--- src/rtl/tl_a_channel_queue.sv ---
// tl_a_channel_queue: parametrised TileLink A-channel FIFO with optional FLOW bypass and PIPE enqueue.
// Define TL_QUEUE_HIGH_WATER_EN to add the hwm / hwm_clr occupancy high-water mark.
module tl_a_channel_queue #(
    parameter int DEPTH    = 4,
    parameter int ADDR_W   = 14,
    parameter int DATA_W   = 64,
    parameter int SOURCE_W = 8,
    parameter int SIZE_W   = 4,
    parameter bit FLOW     = 1'b0,
    parameter bit PIPE     = 1'b0,
    localparam int CNT_W   = $clog2(DEPTH + 1)
) (
    input  logic                  clock,
    input  logic                  reset,
    input  logic                  enq_valid,
    output logic                  enq_ready,
    input  logic [2:0]            enq_opcode,
    input  logic [2:0]            enq_param,
    input  logic [SIZE_W-1:0]     enq_size,
    input  logic [SOURCE_W-1:0]   enq_source,
    input  logic [ADDR_W-1:0]     enq_address,
    input  logic [DATA_W/8-1:0]   enq_mask,
    input  logic [DATA_W-1:0]     enq_data,
    input  logic                  enq_corrupt,
    output logic                  deq_valid,
    input  logic                  deq_ready,
    output logic [2:0]            deq_opcode,
    output logic [2:0]            deq_param,
    output logic [SIZE_W-1:0]     deq_size,
    output logic [SOURCE_W-1:0]   deq_source,
    output logic [ADDR_W-1:0]     deq_address,
    output logic [DATA_W/8-1:0]   deq_mask,
    output logic [DATA_W-1:0]     deq_data,
    output logic                  deq_corrupt,
    output logic [CNT_W-1:0]      count
`ifdef TL_QUEUE_HIGH_WATER_EN
    ,
    output logic [CNT_W-1:0]      hwm,
    input  logic                  hwm_clr
`endif
);
    localparam int PTR_W  = (DEPTH > 1) ? $clog2(DEPTH) : 1;
    localparam int MASK_W = DATA_W / 8;

    typedef struct packed {
        logic [2:0]          opcode;
        logic [2:0]          param;
        logic [SIZE_W-1:0]   size;
        logic [SOURCE_W-1:0] source;
        logic [ADDR_W-1:0]   address;
        logic [MASK_W-1:0]   mask;
        logic [DATA_W-1:0]   data;
        logic                corrupt;
    } entry_t;

    entry_t             mem [DEPTH];
    entry_t             enq_entry;
    entry_t             head;
    logic [PTR_W-1:0]   enq_ptr;
    logic [PTR_W-1:0]   deq_ptr;
    logic               maybe_full;
    logic               ptr_match;
    logic               empty;
    logic               full;
    logic               bypass;
    logic               enq_fire;
    logic               deq_fire;
    logic               do_enq;
    logic               do_deq;
    logic [CNT_W-1:0]   enq_c;
    logic [CNT_W-1:0]   deq_c;

    // Wrap explicitly so non-power-of-2 depths work; DEPTH=1 pins both pointers at 0.
    function automatic logic [PTR_W-1:0] next_ptr(input logic [PTR_W-1:0] p);
        return (p == PTR_W'(DEPTH - 1)) ? '0 : p + PTR_W'(1);
    endfunction

    assign enq_entry = {enq_opcode, enq_param, enq_size, enq_source,
                        enq_address, enq_mask, enq_data, enq_corrupt};

    assign ptr_match = (enq_ptr == deq_ptr);
    assign empty     = ptr_match & ~maybe_full;
    assign full      = ptr_match & maybe_full;
    assign bypass    = FLOW && empty;

    assign enq_ready = ~full | (PIPE && deq_ready);
    assign deq_valid = ~empty | (FLOW && enq_valid);
    assign head      = bypass ? enq_entry : mem[deq_ptr];

    assign {deq_opcode, deq_param, deq_size, deq_source,
            deq_address, deq_mask, deq_data, deq_corrupt} = head;

    assign enq_fire = enq_valid & enq_ready;
    assign deq_fire = deq_valid & deq_ready;
    // A bypassed beat leaves straight through: nothing is stored and no pointer moves.
    assign do_enq   = enq_fire & ~(bypass & deq_ready);
    assign do_deq   = deq_fire & ~empty;

    always_ff @(posedge clock) begin
        if (reset) begin
            enq_ptr    <= '0;
            deq_ptr    <= '0;
            maybe_full <= 1'b0;
        end else begin
            if (do_enq) enq_ptr <= next_ptr(enq_ptr);
            if (do_deq) deq_ptr <= next_ptr(deq_ptr);
            if (do_enq != do_deq) maybe_full <= do_enq;
        end
    end

    always_ff @(posedge clock) begin
        if (do_enq & ~reset) mem[enq_ptr] <= enq_entry;
    end

    assign enq_c = CNT_W'(enq_ptr);
    assign deq_c = CNT_W'(deq_ptr);
    assign count = full             ? CNT_W'(DEPTH) :
                   (enq_c >= deq_c) ? enq_c - deq_c :
                                      enq_c + CNT_W'(DEPTH) - deq_c;

`ifdef TL_QUEUE_HIGH_WATER_EN
    always_ff @(posedge clock) begin
        if (reset)             hwm <= '0;
        else if (hwm_clr)      hwm <= count;
        else if (count > hwm)  hwm <= count;
    end
`endif

endmodule

--- config.mk ---
export PLATFORM = sky130hd
export DESIGN_NAME = tl_a_channel_queue
export DESIGN_NICKNAME = d
export VERILOG_FILES = /design/src/rtl/tl_a_channel_queue.sv
export SDC_FILE = /design/constraint.sdc
export NUM_CORES = 1
export LEC_CHECK = 0
export ABC_AREA = 1
export CAP_MARGIN = 20
export CORE_ASPECT_RATIO = 1.1
export CORE_MARGIN = 1
export CORE_UTILIZATION = 49
export CTS_CLUSTER_SIZE = 25
export DETAILED_ROUTE_END_ITERATION = 16
export DONT_BUFFER_PORTS = 1
export PLACE_DENSITY = 0.73
export SYNTH_ARGS = -nofsm -noshare
export SYNTH_HDL_FRONTEND = slang
export SYNTH_SLANG_ARGS = --single-unit
--- constraint.sdc ---
create_clock -name clock -period 10.9 [get_ports clock]
set_input_delay 3.27 -clock clock [delete_from_list [all_inputs] [get_ports clock]]
set_output_delay 3.27 -clock clock [all_outputs]
set_load 0.03 [all_outputs]
==> flow_metrics.env <==
export IMPL_yosys_top_cells_count="edfxtp_1, nor2_1, o21ai_0"
export IMPL_path_class="reg2out"
export IMPL_arrival_ns=3.56
export IMPL_track_usage_pct=18.1
export IMPL_critical_path_slowest_cell="buf_4"
export IMPL_synth_edf_count=420
export IMPL_final_cells=1526
export IMPL_powerDensity_nw_per_um2=231
export IMPL_grt_remaining_overflow=0
export IMPL_detailedPlace_worstSlack_ns=4.68
export IMPL_worst_slew_pin_transition_ns=1.10
export IMPL_nNetsFinal=1187
export IMPL_antenna_found_initial=0
export IMPL_finalPower_mw=4.06
export IMPL_grt_use_met1_pct=21.6
export IMPL_yosysTopAreaCell="edfxtp_1"
export IMPL_grt_setup_unrepaired="no"
export IMPL_ys_flop_type="edfxtp_1"
export IMPL_setup_slack_ns=4.07
export IMPL_clk_pin_slew_ns=0.06
export IMPL_fin_hold_ws_ns=0.564
export IMPL_skew_ns=0.00954
export IMPL_drt_iter0_drc=606
export IMPL_fin_util_pct=54.4
export IMPL_place_area_um2=16300
export IMPL_critPathLaunchType="flip-flop"
export IMPL_max_slew_margin_rel_pct=27.0
export IMPL_vias=8580
export IMPL_placement_io_buffers=0
export IMPL_die_x_um=175
export IMPL_viasPerCell=5.62
export IMPL_grt_pass1_vias=8491
export IMPL_avgSynthCellArea_um2=14.9
export IMPL_hold_buffers=0
export IMPL_hp_class="reg2reg"
export IMPL_fmax_mhz=147
export IMPL_cts_setup_buffers=0
export IMPL_synth_area_um2=16100
export IMPL_post_route_min_period_ns=6.83
export IMPL_num_io_pins=219
export IMPL_cts_tree="built"
export IMPL_synthArstFlopShare_pct=0
export IMPL_die_area_um2=33600
export IMPL_synth_top_area_share_pct=78.3
export IMPL_synth_area_leaders="edfxtp_1, nor2_1, o22ai_1"
export IMPL_final_cell_area_um2=17600
export IMPL_synth_most_common_cell="edfxtp_1"
export IMPL_ys_ff_latch=427
export IMPL_clock_sinks=427
export IMPL_grt_use_met3_pct=7.19
export IMPL_p_leak_nw=5.62
export IMPL_cts_root_buffer="clkbuf_16"
export IMPL_post_drt_wl_per_cell_um=20.3
export IMPL_wl_mm=31.0
export IMPL_firstDrtPassIters=4
export IMPL_syn_nets=1198
export IMPL_gp_congestion=0.745
export IMPL_worstPathMaxFanout=109
export IMPL_clockBufferDepth=3
export IMPL_yosys_warnings=0
export IMPL_antenna_left=0
export IMPL_cts_resized=0
export IMPL_fp_dieH_um=192
export IMPL_ys_seq_area_share_pct=79.2
export IMPL_drv_cap=0
export IMPL_tns_ns=0
export IMPL_antennaDiodeCount=0
export IMPL_r2r_slack_ns=7.87
export IMPL_finalCritPeriodShare_pct=62.6
export IMPL_remaining_drc_errors=0
export IMPL_rows=69
export IMPL_dp_final_hpwl_mm=16.8
export IMPL_busiest_layer="met2"
export IMPL_status="complete, no violations"
export IMPL_gr_usage_met2_pct=29.8
export IMPL_drive_above_1_share_pct=7.73
export IMPL_grt_max_degree=110
export IMPL_setup_viol=0
export IMPL_h_tree_depth=2
export IMPL_maxSlewViolCount=0
export IMPL_crit_required_ns=7.63
export IMPL_synth_distinct_cells=23
export IMPL_start_util_pct=49.9
export IMPL_peakVddDrop_v=0.000167
export IMPL_clkLatencyLatePin_ns=0.53
export IMPL_cts_buffers=42
export IMPL_cp_cell_sequence="inv_6, buf_4, o21ai_0, o22ai_1"
export IMPL_worst_setup_path_end_kind="output pin"
export IMPL_areaGrowthSynthToFinish_pct=9.16
export IMPL_final_hold_viol_count=0
export IMPL_grt_pass1_wl_mm=46.4
export IMPL_placedCellCount=1452
export IMPL_synth_cells=1081
export IMPL_core_area_um2=32300
export IMPL_critPathMaxStageDelay_ns=0.94
worst max-delay path: cells and delay by family (launching register included):
kind	cells	cell delay, ns
compound gates	2	0.79
buf+inv	2	1.57
flops	1	0.46
area by class of cell:
class | count | area [um2]
fillers | 2559 | 14700
flip-flops and latches | 427 | 12800
multi-input cells | 570 | 2810
clock buffers | 59 | 1200
well taps | 426 | 533
clock inverters | 15 | 119
repair buffers | 13 | 97.6
inverters | 16 | 66.3
power breakdown:
part | internal [mW] | leakage, nW | switching [mW]
logic | 0.140 | 1.11 | 0.649
registers | 1.88 | 3.87 | 0.0349
clock network | 0.794 | 0.641 | 0.570
cells in the final DEF, fill, tap and decap left out, types with 4 or more instances in the layout:
master | netlist | routed
ha_1 | 7 | 7
o21ai_2 | 5 | 5
buf_4 | 8 | 13
nor2_4 | 0 | 4
inv_1 | 14 | 14
clkinv_2 | 0 | 6
o22ai_1 | 105 | 105
o21ai_1 | 99 | 99
clkbuf_16 | 0 | 45
clkbuf_1 | 14 | 12
nand2_1 | 12 | 12
o21ai_0 | 106 | 106
edfxtp_1 | 420 | 420
nor2_1 | 228 | 224
dfxtp_1 | 7 | 5
path summary, 6_finish.rpt:
check	startpoint	endpoint	cells after the start
hold reg to reg	enq_ptr[1]$_SDFFE_PP0P_	enq_ptr[1]$_SDFFE_PP0P_	2
setup / recovery	flip-flop	deq_param[2]	4
hold / removal	enq_ptr[1]$_SDFFE_PP0P_	enq_ptr[1]$_SDFFE_PP0P_	2
setup reg to reg	enq_ptr[0]$_SDFFE_PP0P_	mem[2][53]$_DFFE_PP_	8
registers in the layout (all words and copies together), names as in the netlist, named ones only:
name        cells
mem           420
deq_ptr         2
enq_ptr         2
maybe_full      1
per-layer routing:
layer	up-vias	routed length, um
li1	4042	-
met1	4234	12600
met2	255	14800
met3	49	2980
met4	0	626
met5	-	0
cells by family after synthesis:
family          Yosys count  share of synthesized area, %
simple gates            245                          5.78
fa+ha+maj                 8                         0.668
buf+inv                  84                          3.58
flops                   427                          79.2
compound gates          317                          10.8
Note: power is estimated with default switching activity, not from simulation.
